File: src/rtl/imem_loader_if.sv
// imem_loader_if: host byte stream, imem write port and core-control bundle of the loader
interface imem_loader_if #(parameter int INST_W = 16, parameter int DATA_W = 16);
  logic [7:0] rx_data;
  logic rx_valid, rx_ready, reload;
  logic imem_we;
  logic [DATA_W-1:0] imem_waddr;
  logic [INST_W-1:0] imem_wdata;
  logic cpu_n_rst, busy, done, err;
  modport master (
    output rx_data, rx_valid, reload,
    input  rx_ready, imem_we, imem_waddr, imem_wdata, cpu_n_rst, busy, done, err
  );
  modport slave (
    input  rx_data, rx_valid, reload,
    output rx_ready, imem_we, imem_waddr, imem_wdata, cpu_n_rst, busy, done, err
  );
endinterface

File: src/rtl/imem_loader.sv
// imem_loader: boot loader assembling a framed, XOR-checksummed byte stream into imem words
module imem_loader #(
  parameter int INST_W = 16,
  parameter int DATA_W = 16,
  parameter int IMEM_DEPTH = 1024,
  parameter logic [7:0] SYNC_BYTE = 8'hA5
) (
  input logic clock,
  input logic n_rst,
  imem_loader_if.slave bus
);
  localparam int BPI = INST_W / 8;
  localparam int BW = BPI > 1 ? $clog2(BPI) : 1;
  typedef enum logic [2:0] {IDLE, LEN_HI, LEN_LO, DATA, SUM, RUN, ERROR} state_t;
  state_t state_q, state_d;
  logic [15:0] len_q, len_d, cnt_q, cnt_d, len_w;
  logic [BW-1:0] idx_q, idx_d;
  logic [7:0] sum_q, sum_d;
  logic [INST_W-1:0] word_q, word_d, wdata_q, wdata_d;
  logic [DATA_W-1:0] waddr_q, waddr_d;
  logic we_q, we_d, rdy_q, busy_q, run_q, err_q, acc;
  assign acc = bus.rx_valid & rdy_q;
  assign len_w = {len_q[15:8], bus.rx_data};
  always_comb begin
    state_d = state_q;
    len_d = len_q;
    cnt_d = cnt_q;
    idx_d = idx_q;
    sum_d = sum_q;
    word_d = word_q;
    wdata_d = wdata_q;
    waddr_d = waddr_q;
    we_d = 1'b0;
    case (state_q)
      IDLE, ERROR: if (acc && bus.rx_data == SYNC_BYTE) begin
        state_d = LEN_HI;
        sum_d = '0;
      end
      LEN_HI: if (acc) begin
        state_d = LEN_LO;
        len_d = {bus.rx_data, 8'h00};
        sum_d = sum_q ^ bus.rx_data;
      end
      LEN_LO: if (acc) begin
        len_d = len_w;
        cnt_d = '0;
        idx_d = '0;
        sum_d = sum_q ^ bus.rx_data;
        state_d = (len_w == 16'd0 || len_w > 16'(IMEM_DEPTH)) ? ERROR : DATA;
      end
      DATA: if (acc) begin
        sum_d = sum_q ^ bus.rx_data;
        word_d = INST_W'({word_q, bus.rx_data});
        idx_d = idx_q + 1'b1;
        if (idx_q == BW'(BPI - 1)) begin
          idx_d = '0;
          we_d = 1'b1;
          wdata_d = word_d;
          waddr_d = DATA_W'(cnt_q);
          cnt_d = cnt_q + 16'd1;
          if (cnt_q == len_q - 16'd1) state_d = SUM;
        end
      end
      SUM: if (acc) state_d = (bus.rx_data == sum_q) ? RUN : ERROR;
      RUN: if (bus.reload) state_d = IDLE;
      default: state_d = IDLE;
    endcase
  end
  // status outputs are decoded from the next state so they change on the same edge as the state
  always_ff @(posedge clock)
    if (!n_rst) begin
      state_q <= IDLE;
      len_q <= '0;
      cnt_q <= '0;
      idx_q <= '0;
      sum_q <= '0;
      word_q <= '0;
      wdata_q <= '0;
      waddr_q <= '0;
      we_q <= 1'b0;
      rdy_q <= 1'b0;
      busy_q <= 1'b0;
      run_q <= 1'b0;
      err_q <= 1'b0;
    end else begin
      state_q <= state_d;
      len_q <= len_d;
      cnt_q <= cnt_d;
      idx_q <= idx_d;
      sum_q <= sum_d;
      word_q <= word_d;
      wdata_q <= wdata_d;
      waddr_q <= waddr_d;
      we_q <= we_d;
      rdy_q <= state_d != RUN;
      busy_q <= state_d inside {LEN_HI, LEN_LO, DATA, SUM};
      run_q <= state_d == RUN;
      err_q <= state_d == ERROR;
    end
  assign bus.rx_ready = rdy_q;
  assign bus.imem_we = we_q;
  assign bus.imem_waddr = waddr_q;
  assign bus.imem_wdata = wdata_q;
  assign bus.cpu_n_rst = run_q;
  assign bus.done = run_q;
  assign bus.busy = busy_q;
  assign bus.err = err_q;
endmodule
File: src/flat_wrapper.sv
// flat-port wrapper written by rule: the top's interface ports become plain ports
module imem_loader_flat 
#(
  parameter int INST_W = 16,
  parameter int DATA_W = 16,
  parameter int IMEM_DEPTH = 1024,
  parameter logic [7:0] SYNC_BYTE = 8'hA5
)
  (clock, n_rst, bus_rx_data, bus_rx_valid, bus_reload, bus_rx_ready, bus_imem_we, bus_imem_waddr, bus_imem_wdata, bus_cpu_n_rst, bus_busy, bus_done, bus_err);
  imem_loader_if #(.INST_W(INST_W), .DATA_W(DATA_W)) bus_i ();
  input logic clock;
  input logic n_rst;
  input wire logic [$bits(bus_i.rx_data)-1:0] bus_rx_data;
  input wire logic [$bits(bus_i.rx_valid)-1:0] bus_rx_valid;
  input wire logic [$bits(bus_i.reload)-1:0] bus_reload;
  output wire logic [$bits(bus_i.rx_ready)-1:0] bus_rx_ready;
  output wire logic [$bits(bus_i.imem_we)-1:0] bus_imem_we;
  output wire logic [$bits(bus_i.imem_waddr)-1:0] bus_imem_waddr;
  output wire logic [$bits(bus_i.imem_wdata)-1:0] bus_imem_wdata;
  output wire logic [$bits(bus_i.cpu_n_rst)-1:0] bus_cpu_n_rst;
  output wire logic [$bits(bus_i.busy)-1:0] bus_busy;
  output wire logic [$bits(bus_i.done)-1:0] bus_done;
  output wire logic [$bits(bus_i.err)-1:0] bus_err;
  assign bus_i.rx_data = bus_rx_data;
  assign bus_i.rx_valid = bus_rx_valid;
  assign bus_i.reload = bus_reload;
  assign bus_rx_ready = bus_i.rx_ready;
  assign bus_imem_we = bus_i.imem_we;
  assign bus_imem_waddr = bus_i.imem_waddr;
  assign bus_imem_wdata = bus_i.imem_wdata;
  assign bus_cpu_n_rst = bus_i.cpu_n_rst;
  assign bus_busy = bus_i.busy;
  assign bus_done = bus_i.done;
  assign bus_err = bus_i.err;
  imem_loader #(.INST_W(INST_W), .DATA_W(DATA_W), .IMEM_DEPTH(IMEM_DEPTH), .SYNC_BYTE(SYNC_BYTE)) u_core (.clock(clock), .n_rst(n_rst), .bus(bus_i));
endmodule
File: config.mk
export PLATFORM = sky130hd
export DESIGN_NAME = imem_loader_flat
export DESIGN_NICKNAME = d
export VERILOG_FILES = /design/src/rtl/imem_loader_if.sv /design/src/rtl/imem_loader.sv /design/src/flat_wrapper.sv
export SDC_FILE = /design/constraint.sdc
export NUM_CORES = 1
export LEC_CHECK = 0
export BUFFER_PORTS_ARGS = -buffer_cell sky130_fd_sc_hd__clkbuf_2
export CELL_PAD_IN_SITES_DETAIL_PLACEMENT = 0
export CELL_PAD_IN_SITES_GLOBAL_PLACEMENT = 2
export CORE_MARGIN = 2
export CORE_UTILIZATION = 37
export DETAILED_ROUTE_END_ITERATION = 8
export PLACE_DENSITY_LB_ADDON = 0.05
export SLEW_MARGIN = 25
export SYNTH_ARGS = -nofsm -noshare
export SYNTH_HDL_FRONTEND = slang
export SYNTH_SLANG_ARGS = --single-unit
File: constraint.sdc
create_clock -name clock -period 6 [get_ports clock]
set_input_delay 0.6 -clock clock [delete_from_list [all_inputs] [get_ports clock]]
set_output_delay 0.6 -clock clock [all_outputs]
set_load 0.02 [all_outputs]
==> results of run 1 <==
==> logic make-up (layout without fill, tap and decap cells) <==
logic type,after synthesis,count (layout),share of synthesized area
xor+xnor,40,40,0.0793
simple gates,251,251,0.274
flops,89,89,0.403
fa+ha+maj,3,3,0.00849
compound gates,120,120,0.196
buf+inv,43,76,0.0396
==> worst paths after layout <==
path | start | endpoint | slack [ps] | cells past startpoint
max | u_core.len_q[0] | u_core.state_q[1] | 3070 | 9
min | u_core.bus.imem_waddr[13] | u_core.bus.imem_waddr[13] | 450 | 2
max reg2reg | u_core.len_q[0] | u_core.state_q[1] | 3070 | 9
min reg2reg | u_core.bus.imem_waddr[13] | u_core.bus.imem_waddr[13] | 450 | 2
==> metrics by stage <==
stage	utilization	instance area, µm²	total power (W)
3_5_place_dp	0.410	4720	0.000659
5_1_grt	0.441	5080	0.00135
4_1_cts	0.441	5070	0.00133
6_report	0.441	5080	0.00131
3_3_place_gp	0.410	4720	0.000659
2_1_floorplan	-	4420	0.000643
==> metal layers <==
layer	part of all wire	GRT usage	wire, µm	vias up
li1	-	-	-	1937
met1	0.49	0.257	5530	1789
met2	0.46	0.291	5210	62
met3	0.026	0.0273	289	15
met4	0.022	0.0797	245	0
met5	0	0	0	-
==> where the power goes <==
group          switching, W  internal [W]  leakage [nW]
sequential       0.00000182      0.000592         0.717
combinational     0.0000334     0.0000175         0.996
clock              0.000242      0.000420         0.169
==> sequential cells by signal, indices dropped and copies added (netlist names) <==
name                   count
u_core.state_q             3
u_core.bus.rx_ready        1
u_core.cnt_q              16
u_core.bus.imem_waddr     16
u_core.sum_q               8
u_core.bus.busy            1
u_core.bus.imem_we         1
u_core.bus.cpu_n_rst       1
u_core.bus.err             1
u_core.len_q              16
u_core.idx_q               1
u_core.word_q              8
u_core.bus.imem_wdata     16
==> cell usage in the layout (no fill, tap or decap), drive strengths merged, types with 10 or more instances in the layout <==
cell type	instances
a21boi	60
o21ai	17
clkbuf	59
nand2	113
nor3	12
xnor2	13
nor2	42
nand3	21
dfxtp	89
nor2b	14
a21oi	10
xor2	27
==> worst max-delay path: cells and delay by family (launching register included) <==
kind	cells	cell delay (ps)
AOI/OAI and AO/OA	5	1680
DFF	1	410
adders and majority gates	1	320
and+or+nand+nor	1	150
xor gates and xnor gates	1	140
buffers and inverters	1	70
==> final cells by class <==
| cell class | instances | area, µm² |
|---|---|---|
| well taps | 143 | 179 |
| inverters | 9 | 33.8 |
| repair buffers | 51 | 260 |
| multi-input cells | 414 | 2470 |
| fillers | 1177 | 6440 |
| clock inverters | 6 | 115 |
| clock buffers | 10 | 239 |
| flip-flops and latches | 89 | 1780 |
==> results.md, run 1 <==
* Drt drc at 0
* DP Wirelength at 7.72 mm
* Pwr/cell area at about 260 nW/µm²
* Slowest stage delay, CP at about 610 ps
* IO Pins at 50
* Post-synth top area share at 0.403
* Register area share after synthesis at 0.403
* FFs w/ async S/R, synth at 0
* Highest clock rate at 341 MHz
* Std-Cell Rows at 39
* Post-Synthesis Cells at between 500 and 600
* Clock Latency Late Sink at 340 ps
* Cell Chain, Critical Path: inv_1 > ha_1 > xor2_1 > o2111ai_1 > a211o_1 > a2111oi_0 > nand4_1 > o31ai_1 > a21oi_1
* Number of global-route vias before repair at 3593
* WL final at 11.3 mm
* Startpoint Class: flop
* Clock-pin slew on the worst setup and hold paths at 60 ps
* Worst-case clock skew at 3.82 ps
* Max cap viols at 0
* Placer Congestion at 0.814
* Crit path capture type: flop
* Leak pwr at 1.88 nW
* DIE WIDTH at 113 µm
* Die area at 12800 µm²
* WS Path Type: reg -> reg
* Vias at 3803
* Top FF cell, synth: dfxtp_1
* Die height at between 100 and 150 µm
* Period utilization at 0.489
* Synth unique cells at 55
* Share of cells above drive strength 1 at 0.138
* Critical path required time at 6210 ps
* Global Route Usage Sum at 0.186
* Initial DRT Pass Iterations at 4
* Area Overhead vs Synth at 14.9%
* Nets@finish at 589
* Final Hold Fails at 0
* Setup WS pre-CTS at 2890 ps
* Placed Cells at 706
* Synthesized Nets at 561
* Antenna viol nets, final at 0
* Synth Register Bits at between 80 and 90
* HP Class: reg -> reg
* Root buf cell: clkbuf_16
* Post-CTS Setup Inserts at 0
* Commonest cells post-synth: 113 x nand2_1, 89 x dfxtp_1, 58 x a21boi_1, 40 x nor2_1, 30 x clkbuf_1
* Initial DRC count at 208
* Status: completed
* Initial core utilization at 0.384
* Initial antenna violation count at 0
* # hold bufs at CTS at 0
* Setup Viol. Count Final at 0
* Crit-path max FO at 5
* Max clock buf depth at 2
* Post-route setup TNS at 0 ps
* Final min period at 2930 ps
* CTS Buf Count at 9
* Routed WL per cell at approximately 16 µm
* CTS H-Tree Depth at 3
* Max transition margin at 0.498
* Hold slack at between 400 and 500 ps
* Cts repair resizes at 0
* Most frequent cell after synthesis: nand2_1
* Mapped Avg Cell Area at between 8 and 9 µm²
* Global-route wire length before repair at 18.9 mm
* I/O Buffers at 49
* Ant. Diodes at 0
* Core ar. at roughly 12000 µm²
* Post-synth EDFFs at 0
* Worst slew pin tran at between 700 and 800 ps
* Remaining global-route overflow at 0
* Unrepaired setup endpoints after global routing: false
* Sink Count at 89
* Ys Warns at 0
* Dominant cells by area after synthesis: dfxtp_1 40%, a21boi_1 9.9%, nand2_1 9.6%
* Via/cell ratio at about 5.3
* Largest net degree at the start of global routing at 71
* Final Instance Count excl. Fillers at between 700 and 800
* Area leader, netlist: dfxtp_1
* Worst setup margin at 3070 ps
* Max-slew violation count at 0
* Arr. time, crit path at 3140 ps
* Slowest CP cell: o31ai_1
* Post-Syn Area at 4420 µm²
* Peak supply drop at 130 µV
* CTS tree: built
Power figures use the tool's default switching activity.
==> run 2, diff against run 1 <==
- ABC_AREA: default -> 1
- CORE_UTILIZATION: 37 -> 30
- clock period: 6 -> 2.5 ns (I/O delays scaled with it)
==> run 2 against run 1 <==
Against the previous run:
- sequential power rose by 140%
- synthesized cell count increased by 12%
- cell area grew 0.89%
- non-clock buffer count rose by 5
- count of clock-buffer cells in the layout unchanged
- first-iteration DRC count rose by 4.8%
- core utilization shrank 8.4 points
- worst setup slack worse by 2800 ps
- clock skew rose by 3.8 ps
- combinational power is 64% higher
- critical path depth grew 6
- highest routed layer unchanged
==> results.md, run 2 <==
* Placed Cells at 830 (+18%)
* Hold_sp: n_rst
* Compound-Gate Fraction of Synth Area at 0.167 (-0.0287)
* Die area at 15600 µm² (+21%)
* Via/cell ratio at 4.61 (-13%)
* I/O Buffers at 49 (unchanged)
* Post-Synthesis Cells at 610 (+12%)
* Final Hold Fails at 0 (unchanged)
* Synthesized Nets at 625 (+11%)
* IO Pins at 50 (unchanged)
* Area Overhead vs Synth at 17.1%
* Post-CTS Setup Inserts at 0 (unchanged)
* WL final at 12.8 mm (+13%)
* Nets@finish at 672 (+14%)
* XOR/XNOR Fraction of Synth Area at 0.0420 (-0.0373)
* # hold bufs at CTS at 0 (unchanged)
* Hold path cells at 3 (+1)
* Crit path capture type: flop
* Root buf cell: clkbuf_16
* Synth Register Bits at 89 (unchanged)
* Post-synth EDFFs at 0 (unchanged)
* Unrepaired setup endpoints after global routing: false
* Post-synth top area share at 0.407 (+0.00392)
* Status: completed
* Global-route wire length before repair at 20.7 mm (+9.3%)
* Arr. time, crit path at 2430 ps (-710 ps)
* Area of the multi-input gates at 2250 µm² (-9.1%)
* Cts repair resizes at 0 (unchanged)
* Filler cells at 1571 (+33%)
* Worst-case clock skew at 7.67 ps (+3.85 ps)
* Std-Cell Rows at 44 (+13%)
* CTS tree: built
* Clock Latency Late Sink at 350 ps (about the same)
* Critical path required time at 2740 ps (-3470 ps)
* Ant. Diodes at 0 (unchanged)
* Period utilization at 0.877 (+0.388)
* Share of cells above drive strength 1 at 0.180 (+0.0416)
* Final Instance Count excl. Fillers at 846 (+17%)
* Placer Congestion at 0.813 (-0.14%)
* FFs w/ async S/R, synth at 0 (unchanged)
* Vias at 3899 (+2.5%)
* Initial DRC count at 218 (+4.8%)
* Final min period at 2190 ps (-743 ps)
* HP Class: in -> reg
* Post-synthesis mux area share at 0 (unchanged)
* Peak supply drop at 281 µV (+120%)
* FF/Latch Area at 1780 µm² (unchanged)
* Initial antenna violation count at 0 (unchanged)
* Leak pwr at 2.33 nW (+24%)
* Routed WL per cell at 15.1 µm (-3.2%)
* Top FF cell, synth: dfxtp_1
* Initial core utilization at 0.305 (-0.0791)
* Synth unique cells at 39 (-29%)
* Simple-gate share of the synthesized area at 0.296 (+0.0218)
* Most frequent cell after synthesis: nand2_1
* Main combinational cell family by area after synthesis: simple AND/OR/NAND/NOR gates
* CTS H-Tree Depth at 3 (unchanged)
* Mapped Avg Cell Area at 7.17 µm² (-11%)
* Adder-cell share of the synthesized area at 0.00858 (+0.0000826)
* Reg-to-reg startpoint: u_core.len_q[0]
* Global Route Usage Sum at 0.169 (-0.0176)
* Highest clock rate at 456 MHz (+34%)
* Reg2reg path depth at 15 (+6)
* Ys Warns at 0 (unchanged)
* Most frequent cells in the layout: 106 x nand2_1, 89 x dfxtp_1, 74 x nor2_1
* Crit path from: u_core.len_q[0]
* DIE WIDTH at 125 µm (+10%)
* Sink Count at 89 (unchanged)
* Max clock buf depth at 2 (unchanged)
* Max transition margin at 0.450 (-0.0481)
* CTS Buf Count at 9 (unchanged)
* Commonest non-fill, non-tap cell in the layout: nand2_1
* Max-slew violation count at 0 (unchanged)
* Setup Viol. Count Final at 0 (unchanged)
* Startpoint Class: flop
* Number of global-route vias before repair at 3811 (+6.1%)
* Register area share after synthesis at 0.407 (+0.00392)
* DP Wirelength at 9.80 mm (+27%)
* Initial DRT Pass Iterations at 4 (unchanged)
* Max cap viols at 0 (unchanged)
* WS Path Type: reg -> reg
* Drt drc at 0 (unchanged)
* Remaining global-route overflow at 0 (unchanged)
* Antenna viol nets, final at 0 (unchanged)
* Core ar. at 14400 µm² (+25%)
* Post-route setup TNS at 0 ps (unchanged)
* Pwr/cell area at 568 nW/µm² (+120%)
* Dominant cells by area after synthesis: dfxtp_1 41%, nand2_1 9.1%, a21oi_1 7.1%
* Crit-path max FO at 5 (unchanged)
* Commonest cells post-synth: 106 x nand2_1, 89 x dfxtp_1, 74 x nor2_1, 62 x a21oi_1, 60 x inv_1
* Die height at 125 µm (+10%)
* Worst slew pin tran at 821 ps (+72.1 ps)
* Clock-pin slew on the worst setup and hold paths at 70 ps (about the same)
* Area leader, netlist: dfxtp_1
* Post-Syn Area at 4380 µm² (-0.96%)
* Largest net degree at the start of global routing at 48 (-32%)
==> run 2: path summary, 6_finish.rpt <==
kind / endpoint / slack [ps]
worst min-delay path: u_core.word_q[7] / 180
worst max register to register: u_core.bus.busy / 310
worst max-delay path: u_core.bus.busy / 310
worst min register to register: u_core.word_q[0] / 470
==> run 2: through the flow <==
step / power (W) / utilization / hold WS [ps] / area (µm²) / worst slack [ps]
2_1_floorplan: 0.00149 / - / 398 / 4380 / 696
3_3_place_gp: 0.00154 / 0.335 / 469 / 4820 / 351
3_5_place_dp: 0.00154 / 0.335 / 468 / 4820 / 331
4_1_cts: 0.00296 / 0.357 / 180 / 5120 / 317
5_1_grt: 0.00302 / 0.357 / 200 / 5120 / 9.86
6_report: 0.00291 / 0.357 / 182 / 5120 / 308
==> run 2: routing by layer <==
| metal | global-route usage | up-vias | part of all wire |
|---|---|---|---|
| li1 | - | 2074 | - |
| met1 | 0.227 | 1768 | 0.49 |
| met2 | 0.273 | 47 | 0.47 |
| met3 | 0.0296 | 10 | 0.030 |
| met4 | 0.0582 | 0 | 0.012 |
| met5 | 0 | - | 0 |
==> run 2: final cells by class <==
type | instances | area share
Inverter | 67 | 0.0491
Multi-Input combinational cell | 434 | 0.438
Timing Repair Buffer | 56 | 0.0606
Tap cell | 184 | 0.0449
Sequential cell | 89 | 0.348
Clock inverter | 6 | 0.0147
Clock buffer | 10 | 0.0447
==> run 2: worst max-delay path, stage by stage, from the launching register on <==
cell and delay, ps:
dfxtp_1 330, inv_1 160, ha_1 270, nand2_2 130, nor2_2 190, nand3_1 100
nand2_1 100, nand2_1 60, nor2_2 100, nand3_2 100, o21bai_2 190, nand2_2 100
nand2_2 90, nand3_2 70, nand2_1 60, nor2_1 40
==> run 2: cell families (layout without fill, tap and decap cells) <==
| family | count (synthesis) | in the layout |
|---|---|---|
| adders and majority gates | 3 | 3 |
| AOI/OAI and AO/OA | 132 | 132 |
| xor gates and xnor gates | 21 | 21 |
| DFF | 89 | 89 |
| and+or+nand+nor | 278 | 278 |
| buffers and inverters | 87 | 139 |
==> run 2: where the power goes <==
group	leakage (nW)	switching (W)	internal (W)
combinational	1.47	0.0000633	0.0000201
sequential	0.717	0.00000109	0.00142
clock	0.146	0.000618	0.000792
total	2.33	0.000682	0.00223
==> run 3, diff against run 2 <==
- CORE_MARGIN: 2 -> default
- CTS_CLUSTER_DIAMETER: default -> 150
==> run 3 against run 2 <==
Against the previous run:
- register-to-register slack better by 110 ps
- critical path type unchanged
- first-iteration DRC count up 27%
- clock skew down 0.90 ps
- clock power down 7%
- worst setup slack better by 110 ps
- power down 3.2%
- count of clock-buffer cells in the layout up 1
==> results.md, run 3 (synthesis gave the netlist of run 2 again) <==
* Via/cell ratio at 4.80 (+4.2%)
* Status: completed
* Share of cells above drive strength 1 at 0.182 (+0.00247)
* WHS Endpoint: u_core.word_q[7]
* Post-route total power at 0.00282 W (-3.2%)
* CTS Buf Count at 9 (unchanged)
* Hold path cells at 3 (unchanged)
* Max cap viols at 0 (unchanged)
* Reg-to-reg startpoint: u_core.len_q[0]
* Vias at 4055 (+4.0%)
* DIE WIDTH at 123 µm (-1.6%)
* Final Hold Fails at 0 (unchanged)
* R2r setup slk at 410 ps (+110 ps)
* Final Instance Count excl. Fillers at 844 (-0.24%)
* Reg2reg end: u_core.bus.busy
* Crit path capture type: flop
* Highest clock rate at 479 MHz (+5.1%)
* Die area at 15100 µm² (-3.2%)
* Placed Cells at 828 (-0.24%)
* Peak supply drop at 261 µV (-7.2%)
* Initial core utilization at 0.312 (+0.00708)
* CTS H-Tree Depth at 3 (unchanged)
* Placer Congestion at 0.837 (+2.9%)
* Largest net degree at the start of global routing at 48 (unchanged)
* Area Overhead vs Synth at 16.5%
* Commonest non-fill, non-tap cell in the layout: nand2_1
* Hold_sp: n_rst
* Core ar. at 14000 µm² (-2.3%)
* Antenna viol nets, final at 0 (unchanged)
* Global-route wire length before repair at 21.4 mm (+3.5%)
* Initial DRT Pass Iterations at 4 (unchanged)
* Setup Viol. Count Final at 0 (unchanged)
* Ant. Diodes at 0 (unchanged)
* Root buf cell: clkbuf_16
* Post-CTS Setup Inserts at 0 (unchanged)
* Pwr/cell area at 553 nW/µm² (-2.7%)
* Clock Latency Late Sink at 350 ps (about the same)
* Startpoint Class: flop
* Period utilization at 0.835 (-0.0422)
* Most frequent cells in the layout: 106 x nand2_1, 89 x dfxtp_1, 74 x nor2_1
* Reg2reg path depth at 14 (-1)
* Final core utilization at 0.363 (+0.00651)
* Clock-pin slew on the worst setup and hold paths at 70 ps (about the same)
* Unrepaired setup endpoints after global routing: false
* DP Wirelength at 10.0 mm (+2.2%)
* Initial DRC count at 276 (+27%)
* Std-Cell Rows at 43 (-2.3%)
* CTS tree: built
* Top delay family on crit path: simple AND/OR/NAND/NOR gates
* Cts repair resizes at 0 (unchanged)
* Initial antenna violation count at 0 (unchanged)
* Arr. time, crit path at 2330 ps (-100 ps)
* Worst slew pin tran at 799 ps (-21.5 ps)
* Worst-case clock skew at 6.77 ps (-0.898 ps)
* Final min period at 2090 ps (-106 ps)
* # hold bufs at CTS at 0 (unchanged)
* IO Pins at 50 (unchanged)
* Max clock buf depth at 2 (unchanged)
* Max transition margin at 0.464 (+0.0144)
* I/O Buffers at 49 (unchanged)
* Drt drc at 0 (unchanged)
* Post-route setup TNS at 0 ps (unchanged)
* Sink Count at 89 (unchanged)
* Nets@finish at 674 (+0.30%)
* Die height at 123 µm (-1.6%)
* Max-slew violation count at 0 (unchanged)
* Remaining global-route overflow at 0 (unchanged)
* Critical path required time at 2740 ps (about the same)
* Number of global-route vias before repair at 3965 (+4.0%)
* HP Class: in -> reg
* Worst path bufs/invs at 1 (unchanged)
* Slowest stage delay, CP at 350 ps (+20 ps)
* Filler cells at 1499 (-4.6%)
* Slowest CP cell: dfxtp_1
* Cell Chain, Critical Path: inv_1 > ha_1 > xor2_1 > nand3_1 > nor2_1 > nand2_1 > nor2_1 > nand3_2 > o21bai_2 > nand2_2 > nand2_2 > nand3_2 > nand2_1 > nor2_1
* Routed WL per cell at 15.6 µm (+3.3%)
* Crit-path max FO at 5 (unchanged)
* WS Path Type: reg -> reg
* Global Route Usage Sum at 0.191 (+0.0222)
* Leak pwr at 2.33 nW (about the same)
* Crit path top cell by count: nor2_1
* WL final at 13.2 mm (+3.1%)
[run 3: changes by cell type in the layout (fill, tap and decap cells not counted)]
cell	previous run	this run
bufinv_16	1	0
clkinv_2	0	1
buf_4	6	9
inv_8	1	0
clkbuf_8	0	1
buf_12	1	0
[run 3: per-layer routing]
metal | vias to the layer above | track usage | share of wire | wire length, µm
li1 | 2094 | - | - | -
met1 | 1885 | 0.256 | 0.49 | 6410
met2 | 65 | 0.310 | 0.48 | 6280
met3 | 11 | 0.0316 | 0.026 | 346
met4 | 0 | 0.0633 | 0.012 | 154
met5 | - | 0 | 0 | 0
[run 3: stage by stage]
step                area (µm²)  hold slack (ps)  setup WS (ps)
global route              5100              207            116
floorplan                 4380              398            696
finish                    5100              180            414
global placement          4820              463            430
detailed placement        4820              459            430
CTS                       5100              178            385
[run 3: power by group]
part	internal [W]	switching, W	total, W
registers	0.00142	0.00000105	0.00142
clock network	0.000709	0.000605	0.00131
logic	0.0000222	0.0000644	0.0000865
total	0.00215	0.000670	0.00282
[run 3: worst max-delay path by stage]
stage	depth (start not counted)	end	slack, ps	start
final	14	u_core.bus.busy	410	u_core.len_q[0]
after global routing	13	u_core.bus.err	120	u_core.len_q[0]
after CTS	14	u_core.bus.err	380	u_core.len_q[0]
after detailed placement	14	u_core.bus.err	430	u_core.len_q[0]
after global placement	10	u_core.bus.err	430	u_core.state_q[0]
after floorplan	14	u_core.bus.busy	700	u_core.len_q[0]
[run 3: tightest hold or removal path: stages]
cell and delay (ps):
clkbuf_2 110, o21ai_0 80, a21oi_1 40
[run 3: layout make-up]
cell class | count | area, µm² | share of cell area
Timing Repair Buffer | 58 | 313 | 0.0613
Tap cell | 180 | 225 | 0.0442
Multi-Input combinational cell | 434 | 2250 | 0.440
Clock buffer | 11 | 243 | 0.0476
Sequential cell | 89 | 1780 | 0.349
Inverter | 67 | 251 | 0.0493
Clock inverter | 5 | 38.8 | 0.00761
